[config.mk]
export PLATFORM = sky130hd
export DESIGN_NAME = ps2_key_encoder
export DESIGN_NICKNAME = d
export VERILOG_FILES = /design/src/rtl/ps2_key_pkg.sv /design/src/rtl/ps2_rx_frame.sv /design/src/rtl/ps2_key_encoder.sv
export SDC_FILE = /design/constraint.sdc
export NUM_CORES = 1
export LEC_CHECK = 0
export CAP_MARGIN = 10
export CELL_PAD_IN_SITES_DETAIL_PLACEMENT = 0
export CELL_PAD_IN_SITES_GLOBAL_PLACEMENT = 2
export CORE_ASPECT_RATIO = 0.9
export CORE_MARGIN = 5
export CORE_UTILIZATION = 40
export CTS_CLUSTER_SIZE = 14
export DETAILED_ROUTE_END_ITERATION = 12
export PLACE_DENSITY = 0.82
export SETUP_SLACK_MARGIN = 0.05
export SYNTH_ARGS = -nofsm -noshare
export SYNTH_HDL_FRONTEND = slang
export SYNTH_SLANG_ARGS = --single-unit
[constraint.sdc]
create_clock -name Clk -period 3.1 [get_ports Clk]
set_clock_uncertainty 0.05 [all_clocks]
set_input_delay 0.465 -clock Clk [delete_from_list [all_inputs] [get_ports Clk]]
set_output_delay 0.465 -clock Clk [all_outputs]
set_load 0.1 [all_outputs]
[src/rtl/ps2_key_pkg.sv]
// Shared constants for the PS/2 arrow-key encoder: key codes, scancodes, and the rx frame state set.
package ps2_key_pkg;

  localparam int unsigned KEY_W  = 3;
  localparam int unsigned BYTE_W = 8;

  localparam logic [KEY_W-1:0] KEY_NONE  = 3'b000;
  localparam logic [KEY_W-1:0] KEY_UP    = 3'b001;
  localparam logic [KEY_W-1:0] KEY_DOWN  = 3'b010;
  localparam logic [KEY_W-1:0] KEY_LEFT  = 3'b011;
  localparam logic [KEY_W-1:0] KEY_RIGHT = 3'b100;

  localparam logic [BYTE_W-1:0] SC_EXT   = 8'hE0;
  localparam logic [BYTE_W-1:0] SC_BRK   = 8'hF0;
  localparam logic [BYTE_W-1:0] SC_UP    = 8'h75;
  localparam logic [BYTE_W-1:0] SC_DOWN  = 8'h72;
  localparam logic [BYTE_W-1:0] SC_LEFT  = 8'h6B;
  localparam logic [BYTE_W-1:0] SC_RIGHT = 8'h74;

  typedef enum logic [1:0] {IDLE, DATA, PARITY, STOP} rx_state_e;

  // Extended-set arrow scancode to key code; anything else maps to KEY_NONE.
  function automatic logic [KEY_W-1:0] arrow_code(input logic [BYTE_W-1:0] sc);
    case (sc)
      SC_UP:    arrow_code = KEY_UP;
      SC_DOWN:  arrow_code = KEY_DOWN;
      SC_LEFT:  arrow_code = KEY_LEFT;
      SC_RIGHT: arrow_code = KEY_RIGHT;
      default:  arrow_code = KEY_NONE;
    endcase
  endfunction

endpackage

[src/rtl/ps2_rx_frame.sv]
// PS/2 frame receiver: pin synchronizers, falling-edge detect, 11-bit frame FSM and mid-frame watchdog.
module ps2_rx_frame
  import ps2_key_pkg::*;
#(
  parameter int unsigned SYNC_STAGES    = 2,
  parameter int unsigned TIMEOUT_CYCLES = 5000,
  parameter int unsigned TW             = 13
) (
  input  logic              Clk,
  input  logic              rst,
  input  logic              ps2_clk,
  input  logic              ps2_data,
  output logic [BYTE_W-1:0] code,
  output logic              code_valid,
  output logic              frame_err
);

  logic [SYNC_STAGES-1:0] clk_sync;
  logic [SYNC_STAGES-1:0] data_sync;
  logic                   clk_prev;
  logic                   clk_s;
  logic                   data_s;
  logic                   fall;
  logic                   timeout;

  rx_state_e         state, state_nxt;
  logic [BYTE_W-1:0] shift, shift_nxt;
  logic [2:0]        bit_cnt, bit_cnt_nxt;
  logic              par_ok, par_ok_nxt;
  logic [TW-1:0]     wd, wd_nxt;
  logic [BYTE_W-1:0] code_nxt;
  logic              code_valid_nxt;
  logic              frame_err_nxt;

  assign clk_s  = clk_sync[SYNC_STAGES-1];
  assign data_s = data_sync[SYNC_STAGES-1];
  assign fall   = clk_prev & ~clk_s;

  // Synchronizers idle high so reset never fabricates a falling edge.
  always_ff @(posedge Clk) begin
    if (rst) begin
      clk_sync  <= '1;
      data_sync <= '1;
      clk_prev  <= 1'b1;
    end else begin
      clk_sync  <= {clk_sync[SYNC_STAGES-2:0], ps2_clk};
      data_sync <= {data_sync[SYNC_STAGES-2:0], ps2_data};
      clk_prev  <= clk_s;
    end
  end

  always_ff @(posedge Clk) begin
    if (rst) begin
      state      <= IDLE;
      shift      <= '0;
      bit_cnt    <= '0;
      par_ok     <= 1'b0;
      wd         <= '0;
      code       <= '0;
      code_valid <= 1'b0;
      frame_err  <= 1'b0;
    end else begin
      state      <= state_nxt;
      shift      <= shift_nxt;
      bit_cnt    <= bit_cnt_nxt;
      par_ok     <= par_ok_nxt;
      wd         <= wd_nxt;
      code       <= code_nxt;
      code_valid <= code_valid_nxt;
      frame_err  <= frame_err_nxt;
    end
  end

  // A fall in the expiry cycle keeps the frame alive, so timeout requires no fall.
  assign timeout = (state != IDLE) && !fall && (wd == TW'(TIMEOUT_CYCLES - 1));

  always_comb begin
    state_nxt      = state;
    shift_nxt      = shift;
    bit_cnt_nxt    = bit_cnt;
    par_ok_nxt     = par_ok;
    code_nxt       = code;
    code_valid_nxt = 1'b0;
    frame_err_nxt  = 1'b0;

    if (state == IDLE || fall) wd_nxt = '0;
    else                       wd_nxt = wd + TW'(1);

    case (state)
      IDLE: begin
        if (fall && !data_s) begin
          state_nxt   = DATA;
          bit_cnt_nxt = '0;
        end
      end
      DATA: begin
        if (fall) begin
          shift_nxt   = {data_s, shift[BYTE_W-1:1]};
          bit_cnt_nxt = bit_cnt + 3'd1;
          if (bit_cnt == 3'd7) state_nxt = PARITY;
        end
      end
      PARITY: begin
        if (fall) begin
          par_ok_nxt = ^{shift, data_s};
          state_nxt  = STOP;
        end
      end
      STOP: begin
        if (fall) begin
          if (par_ok && data_s) begin
            code_nxt       = shift;
            code_valid_nxt = 1'b1;
          end else begin
            frame_err_nxt  = 1'b1;
          end
          state_nxt = IDLE;
        end
      end
      default: state_nxt = IDLE;
    endcase

    if (timeout) begin
      state_nxt     = IDLE;
      frame_err_nxt = 1'b1;
    end
  end

endmodule

[src/rtl/ps2_key_encoder.sv]
// PS/2 arrow-key encoder: E0/F0 prefix tracking, arrow decode, held-key tracking, one-cycle Key pulses.
// Build option: define PS2_TYPEMATIC_EN to let a repeated make of the held key emit Key again.
module ps2_key_encoder
  import ps2_key_pkg::*;
#(
  parameter int unsigned SYNC_STAGES    = 2,
  parameter int unsigned TIMEOUT_CYCLES = 5000,
  parameter int unsigned TW             = 13
) (
  input  logic       Clk,
  input  logic       rst,
  input  logic       ps2_clk,
  input  logic       ps2_data,
  output logic [2:0] Key,
  output logic       frame_err,
  output logic [2:0] held
);

  logic [BYTE_W-1:0] code;
  logic              code_valid;
  logic [KEY_W-1:0]  arrow;
  logic              ext, ext_nxt;
  logic              brk, brk_nxt;
  logic [KEY_W-1:0]  key_nxt;
  logic [KEY_W-1:0]  held_nxt;

  ps2_rx_frame #(
    .SYNC_STAGES   (SYNC_STAGES),
    .TIMEOUT_CYCLES(TIMEOUT_CYCLES),
    .TW            (TW)
  ) u_rx (
    .Clk       (Clk),
    .rst       (rst),
    .ps2_clk   (ps2_clk),
    .ps2_data  (ps2_data),
    .code      (code),
    .code_valid(code_valid),
    .frame_err (frame_err)
  );

  assign arrow = arrow_code(code);

  always_ff @(posedge Clk) begin
    if (rst) begin
      ext  <= 1'b0;
      brk  <= 1'b0;
      Key  <= KEY_NONE;
      held <= KEY_NONE;
    end else begin
      ext  <= ext_nxt;
      brk  <= brk_nxt;
      Key  <= key_nxt;
      held <= held_nxt;
    end
  end

  // Prefix bytes only arm flags; the next non-prefix byte consumes and clears them.
  always_comb begin
    ext_nxt  = ext;
    brk_nxt  = brk;
    key_nxt  = KEY_NONE;
    held_nxt = held;

    if (frame_err) begin
      ext_nxt = 1'b0;
      brk_nxt = 1'b0;
    end else if (code_valid) begin
      if (code == SC_EXT) begin
        ext_nxt = 1'b1;
      end else if (code == SC_BRK) begin
        brk_nxt = 1'b1;
      end else begin
        if (ext && arrow != KEY_NONE) begin
          if (!brk) begin
`ifdef PS2_TYPEMATIC_EN
            key_nxt  = arrow;
            held_nxt = arrow;
`else
            if (arrow != held) begin
              key_nxt  = arrow;
              held_nxt = arrow;
            end
`endif
          end else if (arrow == held) begin
            held_nxt = KEY_NONE;
          end
        end
        ext_nxt = 1'b0;
        brk_nxt = 1'b0;
      end
    end
  end

endmodule

======== After elaboration in Yosys (flattened, before gate mapping) ========
Index checks and enable logic that the tools add are counted.
storage, ports and cells
  bits in registers ....................... 50
  input port bits ......................... 4
  output and inout port bits .............. 7
  logic and storage cells ................. 95
operators by class
  $add $sub $neg .......................... 2
  equal/unequal tests ..................... 20
  multiplexer cells ....................... 21
  bitwise gates (word level) .............. 10
  reductions and logical operators ........ 27
operators by type and width
  cell                   number
  $eq 8x7->1 const B     4
  $eq 8x8->1 const B     2
  $mux 3                 5
  $add 13x1->13 const B  1
  $eq 13x13->1 const B   1
  $pmux 3 s4             1
  $mux 2                 5
  $ne 2x1->1 const B     5
  $not 1->1              9
  $reduce_xor 9->1       1
  $mux 1                 8
  $pmux 2 s4             1
  $reduce_and 2->1       4
  $reduce_or 8->1        1
  $reduce_and 7->1       1
  $pmux 3 s2             1
  $reduce_and 3->1       2
  $reduce_bool 2->1      3
  $reduce_or 2->1        3
  $logic_and 1x1->1      5
  $reduce_and 5->1       1
  $eq 2x2->1 const B     2
  $ne 2x2->1 const B     2
  $add 3x1->3 const B    1
  10 further kinds       11

======== Logic depth before layout (Yosys ltp) ========
Gate-level depths: netlist of the first run.
  word-level depth ........................ 6
  gate-level depth with buffers ........... 7
  depth with buffers taken out ............ 7

======== Hierarchy ========
From an unflattened synthesis of the first run, not the netlist that was laid out.
unflattened totals
  cell total of the unflattened synthesis .. 246
  area total of the unflattened synthesis .. 2,367.3 um^2
modules (own cells, without submodules)
  module           times used  cells each  area an instance (um^2)  seq. area each (um^2)
  ps2_rx_frame     1           188         1,831.8                  840.8
  ps2_key_encoder  1           58          535.5                    160.2

======== Worst setup path after synthesis of the first run ========
Ideal clock, no wire load.
  kind .................................... register to register
  start ................................... reg held[1]
  end ..................................... reg held[0]
  setup time .............................. 0.132 ns
  arrival ................................. 1.593 ns
  data required time ...................... 2.918 ns
  setup slack ............................. 1.325 ns
  cell stages (with the launch flop) ...... 4
  path buffers ............................ 0
  period minus slack after synthesis ...... 1.775 ns
  cell sequence ........................... dfxtp_1 > xnor2_1 > o311ai_1 > nand3_1
on the way
  longest elaborated chain between the ends .. 3
  elaborated cells between the ends (all ways) .. 5
  classes of those cells .................. eq/ne: 3; reduce/logical: 2
RTL lines
  element                                                           line                                          RTL
  start: declaration                                                ps2_key_encoder.sv:16                         output logic [2:0] held
  start signal: assignment                                          ps2_key_encoder.sv:53                         held <= held_nxt;
  $eq 3x3->1 / $ne 3x3->1 (equally long branches)                   ps2_key_encoder.sv:84, ps2_key_encoder.sv:79
  $ne 2x1->1 (no line) / $reduce_bool 2->1 (equally long branches)  n/a
  $reduce_and 7->1 (no line) *                                      n/a
Every way passes the cells marked *; elsewhere a longest branch is shown, timed or not.
A chain may end at the register's enable or synchronous reset.

======== Worst setup path after layout of the first run ========
  start ................................... reg u_rx.code[3]
  end ..................................... reg held[1]
on the way
  longest elaborated chain between the ends .. 5
  elaborated cells between the ends (all ways) .. 18
  classes of those cells .................. eq/ne: 9; mux: 3; bitwise: 2; reduce/logical: 4
RTL lines
  element                                             line                   RTL
  start: declaration                                  ps2_rx_frame.sv:13     output logic [BYTE_W-1:0] code,
  start signal: assignment                            ps2_rx_frame.sv:68     code <= code_nxt;
  $eq 8x7->1                                          ps2_key_pkg.sv:24      case (sc)
  $pmux 3 s4                                          ps2_key_pkg.sv:24
  $eq 3x3->1, or another cell as far along            ps2_key_encoder.sv:84  end else if (arrow == held) begin
  $ne 2x1->1 (no line), or another cell as far along  n/a
  $reduce_and 7->1 (no line)                          n/a
Parallel ways exist; a longest one is shown, timed or not. The select of a mux whose other input is x is not followed.

==> impl_metrics.ini, run 1 <==
[run_status]
status = finished clean

[clocking]
cts_sinks = 50
clkTransAtPathRegs_ns = 0.09
cts_resized = 0
cts-htree-levels = 2
worstSkewPairLatency_ns = 0.30
cts_tree = built
post_cts_buffers = 0
numCtsBuffers = 5
postCtsHoldBufs = 0
cts.path.max_buffers = 2
cts-root-buf = clkbuf_8

[run]
cap_violations = 0

[die]
die_y_um = 82.38
start_util_pct = 41.14
dieArea_um2 = 7449
fp.dieW_um = 90.43
num_io_pins = 11
rows = 26
fp.coreArea_um2 = 5660

[sta]
rsz0062_at_grt = false
tightest_slew_ns = 0.5067
hold_viol = 0
slew_headroom_pct = 66.11
finalCritPeriodShare_pct = 58.59
setup_ws_ns = 1.284
maxSlewViolCount = 0
fmax_mhz = 550.5
period_needed_ns = 1.816
final.setup.tns_ns = 0
setup_violations = 0

[critical_path]
critPathBufInv = 0
max_stage_delay_ns = 0.39
cp.depth = 5
cp_slowest_cell = dfxtp_1
worstSetupEndpointType = register
r2r_slack_ns = 1.28
start_kind = register
ff2ff_path_depth = 5
worstSetupPathType = register to register
crit_required_ns = 3.26
path_cells = nand4bb_4, nor4b_4, xor2_2, nor3_1, o31ai_1
worst_ep_arrival_time_ns = 1.98
cp_top_family = simple AND/OR/NAND/NOR gates
r2r_start = u_rx.code[3]
path_max_fanout = 6
r2r-end = held[1]

[global_routing]
overflow = 0
grt_pass1_wl_um = 7617
grt_max_degree = 30
grt_pass1_vias = 1563
antenna_found_initial = 0
grtUsageTotal_pct = 12.42

[drt]
wirelength_um = 4361
first_pass_iters = 6
wl_per_cell_um = 12.98
ant_nets = 0
drc = 0
vias_per_cell = 5.074
drt-initial-drc-count = 77
vias = 1705

[pwr]
pwr_density_cell_nw_per_um2 = 492.6
leakage_nw = 0.9143
peakVddDrop_mv = 0.2782

[min_path]
hp-start = u_rx.clk_sync[0]
holdPathStages = 1
min_to = u_rx.clk_sync[1]
holdCritPathClass = register to register

[synthesis]
syn_area_um2 = 2328
netlist.area_leader.share_pct = 42.99
synth.net_count = 265
ys_top_cells_by_area = dfxtp_1 43%, nor2_1 5.3%, mux2i_1 4.7%
ys_types = 48
synth_edf_count = 0
synth_area_leader_cell = dfxtp_1
ys_seq_area_share_pct = 42.99
synth-main-ff-cell = dfxtp_1
synthArstFlopShare_pct = 0
ys_ff_latch = 50
syn_inst = 254
syn_area_per_cell_um2 = 9.167
ys_warn_count = 0

[placement]
port_buffers = 10
hpwl_um = 3141
gp_congestion = 0.8030
postPlaceCellArea_um2 = 2476
dp_cells = 328
dpl_worst_slack_ns = 0.9824

[layout]
final_cells = 336
insertedDiodeCount = 0
drive_gt1_share_pct = 11.65
syn_to_final_growth_pct = 12.47
stdcell_area_um2 = 2619
postLayoutCoreUtil_pct = 46.26
fin_nets = 276
per-stage QoR:
stage	hold WS, ns	power [mW]
4_1_cts	0.3658	1.315
2_1_floorplan	0.3395	0.7288
3_3_place_gp	0.3418	0.7495
3_5_place_dp	0.3437	0.7477
6_report	0.3642	1.290
5_1_grt	0.3757	1.347
layer usage:
metal | up-vias | part of all wire [%] | global-route usage [%]
li1 | 900 | - | -
met1 | 780 | 52 | 17.15
met2 | 20 | 43 | 19.37
met3 | 5 | 3.3 | 3.351
met4 | 0 | 0.96 | 3.125
met5 | - | 0 | 0
cells in the mapped netlist, drive strengths merged (2+ instances only):
| cell | number |
|---|---|
| a21o | 2 |
| a21oi | 14 |
| xor2 | 9 |
| nand4 | 4 |
| nor2b | 3 |
| clkbuf | 6 |
| xnor2 | 11 |
| or2 | 5 |
| nand2 | 25 |
| nand2b | 3 |
| o31ai | 2 |
| nand4b | 2 |
| nor4 | 3 |
| dfxtp | 50 |
| nand4bb | 2 |
| o21ai | 5 |
| a22oi | 2 |
| o311ai | 2 |
| nor3 | 4 |
| nor2 | 33 |
| ha | 7 |
| a211o | 2 |
| nand3 | 21 |
| and3 | 2 |
| buf | 2 |
| nor4b | 2 |
| mux2i | 11 |
| inv | 8 |
worst max-delay path by stage:
stage | start | endpoint | slack, ns
detailed placement | rst | held[0] | 0.98
floorplan | held[1] | held[0] | 1.33
CTS | u_rx.code[3] | held[1] | 1.26
global route | u_rx.code[3] | Key[2] | 1.11
global placement | rst | held[0] | 0.98
finish | u_rx.code[3] | held[1] | 1.28
sequential cells by signal (all words and copies together) (netlist names), 2 cells and up:
name / cells
held: 3
u_rx.clk_sync: 2
u_rx.bit_cnt: 3
u_rx.code: 8
u_rx.shift: 8
u_rx.wd: 13
u_rx.state: 2
Key: 3
u_rx.data_sync: 2
final cells by class:
cell class,count,area (um2)
timing repair buffer,12,97.59
fill,572,3042
clock buffer,6,82.58
sequential,50,1001
clock inverter,2,60.06
tap,70,87.58
inverter,8,30.03
multi-input combinational,188,1260
cell usage in the layout (no fill, tap or decap), drive strengths merged, types with 2 or more instances in the layout:
master | Yosys | final
dfxtp | 50 | 50
nor2 | 33 | 33
nand2 | 25 | 25
nand3 | 21 | 21
a21oi | 14 | 14
mux2i | 11 | 11
xnor2 | 11 | 11
buf | 2 | 9
xor2 | 9 | 9
inv | 8 | 8
ha | 7 | 7
clkbuf | 6 | 6
or2 | 5 | 5
o21ai | 5 | 5
nand4 | 4 | 4
nor3 | 4 | 4
nor2b | 3 | 3
nand2b | 3 | 3
nor4 | 3 | 3
clkdlybuf4s50 | 0 | 3
a22oi | 2 | 2
nand4b | 2 | 2
a211o | 2 | 2
o311ai | 2 | 2
and3 | 2 | 2
bufinv | 0 | 2
nand4bb | 2 | 2
a21o | 2 | 2
nor4b | 2 | 2
o31ai | 2 | 2
cell families (layout without fill, tap and decap cells):
| logic type | after synthesis | in the layout | synth area share (%) |
|---|---|---|---|
| and+or+nand+nor | 114 | 114 | 26.22 |
| DFF | 50 | 50 | 42.99 |
| AOI/OAI and AO/OA | 35 | 35 | 10.59 |
| xor gates and xnor gates | 21 | 21 | 8.813 |
| buffers and inverters | 16 | 28 | 2.901 |
| muxes | 11 | 11 | 4.729 |
| adders and majority gates | 7 | 7 | 3.761 |
power by group:
group	switching, mW	leakage (nW)	total (mW)	internal (mW)
Clock	0.215	0.0714	0.559	0.344
Combinational	0.0486	0.439	0.0756	0.0270
Sequential	0.00610	0.404	0.655	0.649
Total	0.270	0.914	1.29	1.02
worst reg2reg max path, delay by kind of cell, from the launching register on:
kind	cells	cell delay (ns)
flip-flops	1	0.39
AND/OR/NAND/NOR	3	0.79
AO/OA/AOI/OAI	1	0.25
XOR/XNOR	1	0.26
Note: power is estimated with default switching activity, not from simulation.
==> inputs of run 2 (changes only) <==
Settings changed: CORE_UTILIZATION 40 to 37, PLACE_DENSITY 0.82 to 0.77.
Clock period 3.1 ns to 1.8 ns, I/O delays scaled along.
==> impl_metrics.ini, run 2 (synthesis gave the netlist of run 1 again) <==
[global_routing]
overflow = 0
grt_pass1_vias = 1658
grt_pass1_wl_um = 7603
grtUsageTotal_pct = 11.56
grt_max_degree = 29
antenna_found_initial = 0

[critical_path]
start_kind = register
worst_ep_arrival_time_ns = 1.83
path_max_fanout = 5
path_cells = nand4bb_4, nor4b_4, xor2_2, o31ai_2, nor2_1
worstSetupEndpointType = register
critPathBufInv = 0
r2r_start = u_rx.code[1]
worstSetupStartpoint = u_rx.code[1]
worstSetupPathType = register to register
max_stage_delay_ns = 0.38
crit_required_ns = 1.93
cp_slowest_cell = nor4b_4
cp_top_family = simple AND/OR/NAND/NOR gates
ff2ff_path_depth = 5
r2r_slack_ns = 0.1
r2r-end = Key[0]

[drt]
vias = 1737
ant_nets = 0
drc = 0
wirelength_um = 4395
first_pass_iters = 4
wl_per_cell_um = 12.24
drt-initial-drc-count = 35
vias_per_cell = 4.838

[layout]
largest-register = u_rx.wd
fill_cells = 608
stdcell_area_um2 = 2693
largest_reg_flops = 13
fin_nets = 283
top_regs = u_rx.wd x13, u_rx.code x8, u_rx.shift x8
drive_gt1_share_pct = 15.44
syn_to_final_growth_pct = 15.64
final_common_cell = dfxtp_1
insertedDiodeCount = 0
final_cell_mix = 44 x dfxtp_1, 33 x nor2_1, 24 x nand2_1, 21 x nand3_1, 14 x a21oi_1

[placement]
gp_congestion = 0.7874
postPlaceCellArea_um2 = 2586
hpwl_um = 3165
dpl_worst_slack_ns = 0.07616
port_buffers = 10

[pwr]
clkPwrFrac_pct = 32.5
p_sw_uw = 440.4
p_sw_share_pct = 23.43
peakVddDrop_mv = 0.3929
p_comb_share_pct = 7.4
leakage_nw = 0.9289
seqPwrFrac_pct = 60.1
internal_power_mw = 1.439
p_total_mw = 1.879
pwr_density_cell_nw_per_um2 = 698.0

[sta]
finalCritPeriodShare_pct = 94.60
fmax_mhz = 587.3
hold_viol = 0
rsz0062_at_grt = true
tightest_slew_ns = 0.3140
maxSlewViolCount = 0
holdWs_ns = 0.3613
slew_headroom_pct = 78.87
setup_violations = 0
final.setup.tns_ns = 0
setup_ws_ns = 0.09715
period_needed_ns = 1.703

[die]
fp.coreArea_um2 = 6115
fp.dieW_um = 93.62
num_io_pins = 11
start_util_pct = 38.08
die_y_um = 85.26
dieArea_um2 = 7982
rows = 27

[clocking]
cts_sinks = 50
postCtsHoldBufs = 0
cts.path.max_buffers = 2
numCtsBuffers = 5
worstSkewPairLatency_ns = 0.30
cts_tree = built
cts-root-buf = clkbuf_8
cts-htree-levels = 2
clkTransAtPathRegs_ns = 0.09

[min_path]
min_to = u_rx.data_sync[1]
holdCritPathClass = register to register
holdPathStages = 1
hp-start = u_rx.data_sync[0]

[run]
cap_violations = 0

[run_status]
status = finished clean
-- run 2: cell count changes in the layout (fill, tap and decap cells not counted) --
cell,change
nor3b_4,+1
dfxtp_1,-6
buf_12,+4
clkbuf_1,+2
dfxtp_2,+6
clkbuf_8,-1
bufinv_16,-2
nand2_1,-1
nor3b_2,-1
buf_4,+3
nand2_2,+1
-- run 2: power by group through the flow --
stage / registers, mW / logic, mW / clock network [mW]
after floorplan: 1.15 / 0.103 / 0
after global placement: 1.16 / 0.142 / 0
after detailed placement: 1.16 / 0.141 / 0
after CTS: 1.13 / 0.142 / 0.641
after global routing: 1.13 / 0.157 / 0.683
final: 1.13 / 0.139 / 0.611
-- run 2: layer usage --
layer / vias up / wire length, um / GRT usage, %
li1: 916 / - / -
met1: 799 / 2310 / 15.57
met2: 17 / 1915 / 18.12
met3: 5 / 122 / 3.014
met4: 0 / 47 / 3.543
met5: - / 0 / 0
-- run 2: worst register-to-register path: cells and delay by family (launching register included) --
family,cells,cell delay [ns]
AND/OR/NAND/NOR,3,0.72
AO/OA/AOI/OAI,1,0.31
flip-flops,1,0.35
XOR/XNOR,1,0.16
-- run 2: timing repair --
action                     4_1_cts  5_1_grt
resized for setup                0        7
setup buffers                    0        2
setup endpoints to repair        0       10
-- run 2: worst max path at each step --
stage               depth (start not counted)  slack (ns)     end
global route                                5       -0.01  Key[1]
finish                                      5         0.1  Key[0]
global placement                            5        0.09  Key[1]
floorplan                                   3        0.06  Key[0]
CTS                                         5        0.06  Key[0]
detailed placement                          5        0.08  Key[0]
-- run 2: cell type report --
cell class	count	area (um2)	area share, %
repair buffers	19	200.2	7.435
inverters	8	30.03	1.115
flip-flops and latches	50	1008	37.45
well taps	87	108.9	4.043
multi-input cells	188	1269	47.12
clock buffers	7	76.32	2.835
-- run 2: through the flow --
stage | instances | utilization [%]
after floorplan | 254 | -
after global placement | 350 | 42.30
after detailed placement | 350 | 42.30
after CTS | 357 | 43.54
after global routing | 359 | 44.04
final | 359 | 44.04
